==> src/rtl/mips_mem_pkg.sv <==
// Shared encodings, FSM states and helpers for the MIPS data-memory controller.
package mips_mem_pkg;

  localparam logic [1:0] SZ_BYTE = 2'b00;
  localparam logic [1:0] SZ_HALF = 2'b01;
  localparam logic [1:0] SZ_WORD = 2'b10;

  localparam logic [31:0] DATA_BASE_DEF   = 32'h1001_0000;
  localparam int          WORD_OFFSET_DEF = 192;

  typedef enum logic [2:0] {
    ST_IDLE,
    ST_RD,
    ST_RD_WAIT,
    ST_WR,
    ST_RESP,
    ST_ERR
  } state_t;

  // Size 11 is illegal and falls under the word rule.
  function automatic logic is_aligned(input logic [1:0] addr_lo, input logic [1:0] size);
    case (size)
      SZ_BYTE: is_aligned = 1'b1;
      SZ_HALF: is_aligned = ~addr_lo[0];
      default: is_aligned = (addr_lo == 2'b00);
    endcase
  endfunction

endpackage

==> src/rtl/mips_lane_align.sv <==
// Little-endian lane handling: load extract/extend and store-lane merge.
module mips_lane_align
  import mips_mem_pkg::*;
(
  input  logic [1:0]  i_lane,
  input  logic [1:0]  i_size,
  input  logic        i_signed,
  input  logic [31:0] i_rdata,
  input  logic [31:0] i_wdata,
  output logic [31:0] o_load,
  output logic [31:0] o_merge
);

  logic [4:0]  w_bsh;
  logic [4:0]  w_hsh;
  logic [7:0]  w_byte;
  logic [15:0] w_half;

  assign w_bsh  = {i_lane, 3'b000};
  assign w_hsh  = {i_lane[1], 4'b0000};
  assign w_byte = i_rdata[w_bsh +: 8];
  assign w_half = i_rdata[w_hsh +: 16];

  always_comb begin
    o_load  = i_rdata;
    o_merge = i_wdata;
    case (i_size)
      SZ_BYTE: begin
        o_load              = {{24{i_signed & w_byte[7]}}, w_byte};
        o_merge             = i_rdata;
        o_merge[w_bsh +: 8] = i_wdata[7:0];
      end
      SZ_HALF: begin
        o_load               = {{16{i_signed & w_half[15]}}, w_half};
        o_merge              = i_rdata;
        o_merge[w_hsh +: 16] = i_wdata[15:0];
      end
      default: ;
    endcase
  end

endmodule

==> src/rtl/mips_data_mem_ctrl.sv <==
// Load/store controller between the MIPS MEM stage and a 1-cycle-latency data RAM.
module mips_data_mem_ctrl
  import mips_mem_pkg::*;
#(
  parameter int                    DATA_WIDTH     = 32,
  parameter int                    ADDR_WIDTH     = 32,
  parameter int                    MEM_ADDR_WIDTH = 10,
  parameter logic [ADDR_WIDTH-1:0] DATA_BASE      = DATA_BASE_DEF,
  parameter int                    WORD_OFFSET    = WORD_OFFSET_DEF
) (
  input  logic                      clk,
  input  logic                      reset,
  input  logic                      req_valid,
  output logic                      req_ready,
  input  logic                      req_we,
  input  logic [1:0]                req_size,
  input  logic                      req_signed,
  input  logic [ADDR_WIDTH-1:0]     req_addr,
  input  logic [DATA_WIDTH-1:0]     req_wdata,
  output logic                      resp_valid,
  output logic [DATA_WIDTH-1:0]     resp_rdata,
  output logic                      addr_err,
  output logic [ADDR_WIDTH-1:0]     bad_vaddr,
  output logic                      ram_en,
  output logic                      ram_we,
  output logic [MEM_ADDR_WIDTH-1:0] ram_addr,
  output logic [DATA_WIDTH-1:0]     ram_wdata,
  input  logic [DATA_WIDTH-1:0]     ram_rdata
);

  state_t                    r_state, w_next;
  logic [MEM_ADDR_WIDTH-1:0] r_idx;
  logic [1:0]                r_lane;
  logic [1:0]                r_size;
  logic                      r_we;
  logic                      r_signed;
  logic [DATA_WIDTH-1:0]     r_wdata;
  logic [DATA_WIDTH-1:0]     r_resp_rdata;
  logic [ADDR_WIDTH-1:0]     r_bad_vaddr;

  logic                      w_accept;
  logic                      w_aligned;
  logic                      w_subword;
  logic [MEM_ADDR_WIDTH-1:0] w_idx;
  logic [DATA_WIDTH-1:0]     w_load;
  logic [DATA_WIDTH-1:0]     w_merge;

  assign w_accept  = req_valid && (r_state == ST_IDLE);
  assign w_aligned = is_aligned(req_addr[1:0], req_size);
  assign w_subword = (req_size == SZ_BYTE) || (req_size == SZ_HALF);
  // Modular translation: addresses below DATA_BASE wrap without a range check.
  assign w_idx = MEM_ADDR_WIDTH'(((req_addr - DATA_BASE) >> 2) + ADDR_WIDTH'(WORD_OFFSET));

  mips_lane_align u_align (
    .i_lane   (r_lane),
    .i_size   (r_size),
    .i_signed (r_signed),
    .i_rdata  (ram_rdata),
    .i_wdata  (r_wdata),
    .o_load   (w_load),
    .o_merge  (w_merge)
  );

  always_comb begin
    w_next = r_state;
    case (r_state)
      ST_IDLE: begin
        if (req_valid) begin
          if (!w_aligned)               w_next = ST_ERR;
          else if (req_we && !w_subword) w_next = ST_WR;
          else                          w_next = ST_RD;
        end
      end
      ST_RD:      w_next = ST_RD_WAIT;
      ST_RD_WAIT: w_next = r_we ? ST_WR : ST_RESP;
      ST_WR:      w_next = ST_RESP;
      ST_RESP:    w_next = ST_IDLE;
      ST_ERR:     w_next = ST_IDLE;
      default:    w_next = ST_IDLE;
    endcase
  end

  always_ff @(posedge clk) begin
    if (reset) begin
      r_state      <= ST_IDLE;
      r_idx        <= '0;
      r_lane       <= '0;
      r_size       <= '0;
      r_we         <= 1'b0;
      r_signed     <= 1'b0;
      r_wdata      <= '0;
      r_resp_rdata <= '0;
      r_bad_vaddr  <= '0;
    end else begin
      r_state <= w_next;
      if (w_accept) begin
        r_idx    <= w_idx;
        r_lane   <= req_addr[1:0];
        r_size   <= req_size;
        r_we     <= req_we;
        r_signed <= req_signed;
        r_wdata  <= req_wdata;
        // Captured at accept so bad_vaddr is already valid during the error pulse.
        if (!w_aligned) r_bad_vaddr <= req_addr;
      end
      if (r_state == ST_RD_WAIT) begin
        if (r_we) r_wdata      <= w_merge;
        else      r_resp_rdata <= w_load;
      end
    end
  end

  assign req_ready  = (r_state == ST_IDLE);
  assign resp_valid = (r_state == ST_RESP) || (r_state == ST_ERR);
  assign addr_err   = (r_state == ST_ERR);
  assign ram_en     = ((r_state == ST_RD) || (r_state == ST_WR)) && !reset;
  assign ram_we     = (r_state == ST_WR) && !reset;
  assign ram_addr   = r_idx;
  assign ram_wdata  = r_wdata;
  assign resp_rdata = r_resp_rdata;
  assign bad_vaddr  = r_bad_vaddr;

endmodule

==> config.mk <==
export PLATFORM = sky130hd
export DESIGN_NAME = mips_data_mem_ctrl
export DESIGN_NICKNAME = d
export VERILOG_FILES = /design/src/rtl/mips_mem_pkg.sv /design/src/rtl/mips_lane_align.sv /design/src/rtl/mips_data_mem_ctrl.sv
export SDC_FILE = /design/constraint.sdc
export NUM_CORES = 1
export LEC_CHECK = 0
export CAP_MARGIN = 10
export CORE_MARGIN = 4
export CORE_UTILIZATION = 52
export CTS_BUF_LIST = sky130_fd_sc_hd__clkbuf_4 sky130_fd_sc_hd__clkbuf_8
export CTS_CLUSTER_SIZE = 30
export DETAILED_ROUTE_END_ITERATION = 12
export GPL_TIMING_DRIVEN = 0
export HOLD_SLACK_MARGIN = 0.08
export PLACE_DENSITY = 0.86
export SETUP_SLACK_MARGIN = 0.3
export SLEW_MARGIN = 0
export SYNTH_ARGS = -nofsm -noshare
export SYNTH_HDL_FRONTEND = slang
export SYNTH_HIERARCHICAL = 1
export SYNTH_SLANG_ARGS = --single-unit
==> constraint.sdc <==
create_clock -name clk -period 5.2 [get_ports clk]
set_input_delay 0.78 -clock clk [delete_from_list [all_inputs] [get_ports clk]]
set_output_delay 0.78 -clock clk [all_outputs]
set_load 0.01 [all_outputs]
==> run summary <==
clock latency reported for the late side of the worst-skew pair -> 0.46 ns
worst setup slack before clock tree synthesis -> 2.26 ns
share of layout cells above drive strength 1 -> 6.67%
flops & latches, synth -> 115
dominant cell by count in the synthesized netlist -> nand2_1
sequential cell area -> 2300 sq um
# hold bufs at CTS -> 0
initial DRC count -> 669
clk_skew -> 0.0102 ns
count of unresolved DRC violations after routing -> 0
outcome -> finished, final reports clean
share of synthesized area occupied by flip-flops and latches -> 35.2%
portion of the clock cycle consumed by the worst path in the final layout -> 55.1%
grt ovf -> 0
number of cells on the worst hold path -> 2
IO Pins -> 214
gr usage total -> 33.1%
top cells by area in the synthesized netlist -> dfxtp_1, nand2_1, mux2i_1
final critical-path setup slack -> 2.34 ns
first-pass GRT wire length -> 37.7 mm
total of cells resized after clock tree synthesis -> 0
Vias -> 7258
library cell used as clock root buffer -> clkbuf_8
Setup crit start kind -> flip-flop
final routed wire length divided by cell count -> 19.4 um
maximum clock path buffer count -> 2
worst path required time -> 5.55 ns
Pwr Density -> 290 nW/um^2
last weighted congestion value of the routability-driven placer -> 1.03
maximum vdd drop -> 273 uV
top fanout value on the critical path -> 12
Area growth syn-to-layout -> 42.0%
number of buffers inserted during clock tree synthesis -> 17
ys async rst share -> 0%
reg2reg end -> ram_wdata[20]
internal reg-to-reg setup slack -> 2.34 ns
Worst setup EP type -> flip-flop
leak pwr -> 3.36 nW
die area -> 14400 sq um
top cell type's share of synthesized area -> 35.2%
Distinct cells, synth -> 64
path class of the lowest-slack min-delay path -> flip-flop to flip-flop
top post-synthesis cells by count -> nand2_1, dfxtp_1, nand2b_1
number of hold-slack violations in the final timing report -> 0
startpoint of the most critical register-to-register path -> r_lane[1]
die width -> 120 um
time the final worst path needs with I/O delays and setup -> 2.86 ns
maximum achievable frequency -> 349 MHz
Port Buf Inserts -> 212
Max Slew Vio Count -> 0
clock slew at the register clock pins of the worst setup and hold paths -> 0.07 ns
EDFF count, synth -> 0
crit path from -> r_lane[1]
number of max-capacitance violations reported -> 0
multi-input combinational cell area -> 3830 sq um
worst hold path endpoint -> resp_rdata[30]
CTS tree -> done
tightest slew margin relative to the limit -> 49.0%
number of filler instances in the final layout -> 917
maximum number of pins on one net before global-route repair -> 17
largest area contributor in the synthesized netlist -> dfxtp_1
depth of the most critical reg-to-reg path -> 10
post-CTS setup repair buffer count -> 0
flip-flop cell with the highest count after synthesis -> dfxtp_1
ratio of routed vias to standard cells -> 5.82
Post-Synthesis Cell Area -> 6530 sq um
placed wire-length estimate after detailed placement -> 18.4 mm
residual antenna-violating net count after detailed routing -> 0
core box area -> 12200 sq um
n_diodes -> 0
Worst Tran Pin Value -> 0.763 ns
core utilization of the finished layout -> 76.3%
Yosys warnings -> 6
synthesized instance count -> 834
First-pass DRT Iterations -> 6
vias in the first global route -> 7142
worst endpoint data arrival time -> 3.22 ns
H-Tree Level Count -> 4
Clock Sink Count -> 115
final total negative setup slack -> 0 ns
smallest hold slack -> 0.458 ns
launch point of the worst hold path -> resp_rdata[30]
Syn Area/Cell -> 7.83 sq um
die height -> 120 um
RSZ-0062 raised after global routing -> no
Starting Density -> 53.7%
antenna violations before repair -> 0
category of the most critical setup path -> flip-flop to flip-flop
final setup violation count -> 0
aggregate routed wire length -> 24.1 mm
Post-Synthesis Net Count -> 943
Net count, final -> 1175
row count -> 40
## cells by family (layout without fill, tap and decap cells)
kind of cell               Yosys count  count (layout)  synth area share [%]
and+or+nand+nor                    379             379                  28.1
DFF                                115             115                  35.2
adders and majority gates            6               6                  1.15
buffers and inverters               86             331                  6.07
muxes                               59              59                  9.31
xor gates and xnor gates             2               2                 0.268
AOI/OAI and AO/OA                  187             187                  19.9
## routing by layer
metal	share of wire, %	track usage [%]
met1	40	40.7
met2	45	52.8
met3	11	11.9
met4	4.0	13.2
met5	0	0
## per-stage QoR
step / area, sq um / std cells / power [mW]
floorplan: 6530 / 834 / 1.46
global placement: 8870 / 1214 / 1.81
detailed placement: 8870 / 1214 / 1.82
CTS: 9270 / 1246 / 2.68
global route: 9280 / 1247 / 2.79
finish: 9280 / 1247 / 2.69
## state kept, by name (all words and copies together), names as in the netlist
register and count:
r_lane 2, ram_addr 10, ram_wdata 32, r_size 2, resp_rdata 32, r_we 1
r_signed 1, r_state 3, bad_vaddr 32
## cell usage in the layout (no fill, tap or decap), types with 2 or more instances in the layout
cell,n
a311oi_1,32
clkbuf_1,44
clkinvlp_4,2
nand3_1,9
nand4b_1,7
dfxtp_1,115
clkdlybuf4s50_1,212
a221o_1,7
nand2b_1,73
a22o_1,7
nand3b_1,2
inv_1,15
clkbuf_8,20
o2111ai_1,15
inv_6,3
buf_4,4
nor2_1,42
a211oi_1,3
o21ai_0,31
nand2_1,210
and2_1,11
mux2i_1,57
nor2b_1,3
a211o_1,3
a21o_1,8
clkinv_2,3
nor3_4,2
a31oi_1,8
o221ai_1,7
a21oi_1,48
buf_6,5
ha_1,6
o211ai_1,8
bufinv_16,2
buf_2,17
## critical path, stage by stage, from the launching register on
cell and delay, ns:
dfxtp_1 0.39, buf_2 0.20, buf_4 0.23, inv_1 0.15, buf_2 0.23, ha_1 0.35
nand3b_1 0.14, nor4_4 0.48, a221o_1 0.25, nor2_1 0.05, a311oi_1 0.29
## worst max-delay path by stage
stage / end / slack (ns) / cells past startpoint
after floorplan: ram_wdata[0] / 2.86 / 10
after global placement: ram_wdata[13] / 2.37 / 5
after detailed placement: ram_wdata[20] / 2.26 / 5
after CTS: ram_wdata[20] / 2.38 / 10
after global routing: ram_wdata[11] / 2.18 / 10
final: ram_wdata[20] / 2.34 / 10
## where the power goes
group	total, mW	switching, mW	internal, mW
combinational	0.806	0.426	0.380
sequential	1.02	0.0699	0.950
clock	0.864	0.393	0.471
## final cells by class
type | count | share of cell area, %
inverter | 15 | 0.607
buffer | 71 | 3.67
timing repair buffer | 213 | 22.9
tap | 168 | 2.27
clock inverter | 11 | 1.35
sequential | 115 | 24.8
clock buffer | 21 | 3.05
multi-input combinational | 633 | 41.3
Power figures use the tool's default switching activity.
==> edit, RTL diff (same settings) <==
The parameter `ADDR_WIDTH` goes from 32 to 48.
--- a/src/rtl/mips_data_mem_ctrl.sv
+++ b/src/rtl/mips_data_mem_ctrl.sv
@@ -5,3 +5,3 @@
   parameter int                    DATA_WIDTH     = 32,
-  parameter int                    ADDR_WIDTH     = 32,
+  parameter int                    ADDR_WIDTH     = 48,
   parameter int                    MEM_ADDR_WIDTH = 10,
Interface: changed (resized bad_vaddr and req_addr); port bits go from 214 to 246. The function was not compared with the original's and may differ.
==> edit against the unedited design <==
  * Power is 8.3% higher
  * Synthesized area is 11% higher
  * Final area is 11% higher
  * Highest routed layer unchanged
  * Critical path depth stayed put
  * Maximum frequency is 1.5% lower
  * Routed wire length is 9.5% higher
  * Sequential cell count is 16 higher
  * Global-route usage is 0.99 points lower
  * Sequential power is 13% higher
  * Largest cell class unchanged
  * Worst setup slack worse by 0.043 ns
  * Cell count is 8.7% higher
  * First-iteration DRC count is 5.1% higher
==> edit: results (changes against the unedited design) <==
stage;metric;value;unit;change
synthesis;Primary FF master, synth;dfxtp_1;;
grt;pin count of the biggest net entering global routing;17;;unchanged
worst_setup_path;reg2reg setup slack;2.29;ns;-0.04 ns
worst_setup_path;R2R cell count;10;;unchanged
synthesis;Synth cell types;64;;unchanged
cts;clk slew on worst S/H paths;0.08;ns;
placement;gpl congestion;0.998;;-3.1%
grt;GR Util met3;7.11;%;-4.8 points
finish;layout cells sized above 1;6.19;%;-0.48 points
synthesis;post-synth net total;1028;;+9.0%
cts;Num CTS Buffers;17;;unchanged
cts;post_cts resized;0;;unchanged
worst_setup_path;critical path fanouts, max;12;;unchanged
finish;fin nets;1291;;+9.9%
grt;GRT Util Overall;32.1;%;-0.99 points
synthesis;Async SR Flop Fraction;0;%;unchanged
cts;CTS max path bufs;2;;unchanged
synthesis;register area share after synthesis;36.2;%;+1.0 points
finish;diode count;0;;unchanged
min_path;Hold Crit Class;register to register;;
finish;max reg flops;48;;
synthesis;yosys warns;6;;unchanged
timing;skew final;0.0116;ns;+0.00141 ns
placement;dpl ws;2.21;ns;-0.0492 ns
placement;DP Wirelength;20.2;mm;+9.6%
grt;GR Util met2;50.7;%;-2.1 points
outcome;status;complete, no violations;;
placement;port bufs;244;;+15%
timing;slew margin rel.;42.7;%;-6.3 points
synthesis;top cells by count, synth;210 x nand2_1, 131 x dfxtp_1, 105 x nand2b_1, 73 x mux2i_1, 48 x a21oi_1;;
detailed_routing;DRT Pass-1 Iters;6;;unchanged
worst_setup_path;kind of critical path;register to register;;
worst_setup_path;R2R Path End;ram_wdata[15];;
grt;number of global-route vias before repair;7459;;+4.4%
cts;# H-tree levels;4;;unchanged
timing;crit path time final;2.91;ns;+0.0427 ns
grt;initial antenna violation count;0;;unchanged
cts;Skew-Pair Late Insertion Delay;0.46;ns;about the same
pwr;maximum vdd ir drop;0.198;mV;-27%
grt;first-pass GRT wire length;40.7;mm;+7.9%
cts;Clock Tree Root;clkbuf_8;;
worst_setup_path;Setup crit start;r_lane[1];;
grt;met1 Use GR;43.5;%;+2.8 points
detailed_routing;total number of vias;7796;;+7.4%
detailed_routing;average wire per standard cell;19.5;um;+0.74%
pwr;Leak Pwr;3.74;nW;+11%
cts;postcts setup bufs;0;;unchanged
detailed_routing;DR iter-0 viols;703;;+5.1%
synthesis;ranking of synthesized cells by area;dfxtp_1 36%, nand2_1 11%, mux2i_1 10%, nand2b_1 9.1%, a311oi_1 3.9%;;
[edit: worst min-delay path by stage]
stage | start | slack [ns] | cells after the start | endpoint
4_1_cts | resp_rdata[20] | 0.46 | 2 | resp_rdata[20]
3_5_place_dp | resp_rdata[7] | 0.45 | 2 | resp_rdata[7]
2_1_floorplan | r_size[1] | 0.45 | 2 | r_size[1]
6_report | resp_rdata[20] | 0.45 | 2 | resp_rdata[20]
5_1_grt | ram_addr[0] | 0.47 | 2 | ram_addr[0]
3_3_place_gp | ram_addr[8] | 0.44 | 2 | ram_addr[8]
[edit: layer usage]
metal  vias up  share of wire, %
li1       3678                 -
met1      3655                42
met2       401                46
met3        62               8.8
met4         0               2.9
met5         -                 0
[edit: cell families after synthesis]
family                   share of synthesized area (%)
AO/OA/AOI/OAI                                     17.9
XOR/XNOR                                         0.242
adder cells (fa/ha/maj)                           1.04
buffers and inverters                             5.81
flip-flops                                        36.2
multiplexers                                      10.6
AND/OR/NAND/NOR                                   28.1
[edit: critical path, stage by stage, from the launching register on]
cell,delay (ns)
dfxtp_1,0.37
buf_2,0.21
buf_4,0.24
inv_1,0.15
buf_2,0.23
ha_1,0.26
nor2_1,0.15
nand4_1,0.40
o211ai_1,0.40
nor2_1,0.08
a311oi_1,0.29
[edit: report_power, final]
group	leakage, nW	internal (mW)	switching, mW	total (mW)
logic	2.46	0.421	0.453	0.873
registers	1.07	1.08	0.0740	1.15
clock network	0.209	0.465	0.421	0.886
total	3.74	1.97	0.948	2.91
[edit: cell type report]
type / instances / area [um^2]
Timing Repair Buffer: 244 / 2440
Clock inverter: 12 / 128
Sequential cell: 131 / 2620
Inverter: 15 / 56.3
Fill cell: 1028 / 3150
Tap cell: 176 / 220
Clock buffer: 20 / 275
Buffer: 76 / 364
Multi-Input combinational cell: 681 / 4200
[edit: stage by stage]
stage          std cells  total power [mW]  cell area, um^2  utilization, %  hold WS (ns)
2_1_floorplan        903              1.63             7240               -         0.449
3_3_place_gp        1323              2.02             9900            73.6         0.439
3_5_place_dp        1323              2.03             9900            73.6         0.447
4_1_cts             1355              2.91            10300            76.6         0.457
5_1_grt             1355              3.03            10300            76.6         0.472
6_report            1355              2.91            10300            76.6         0.455
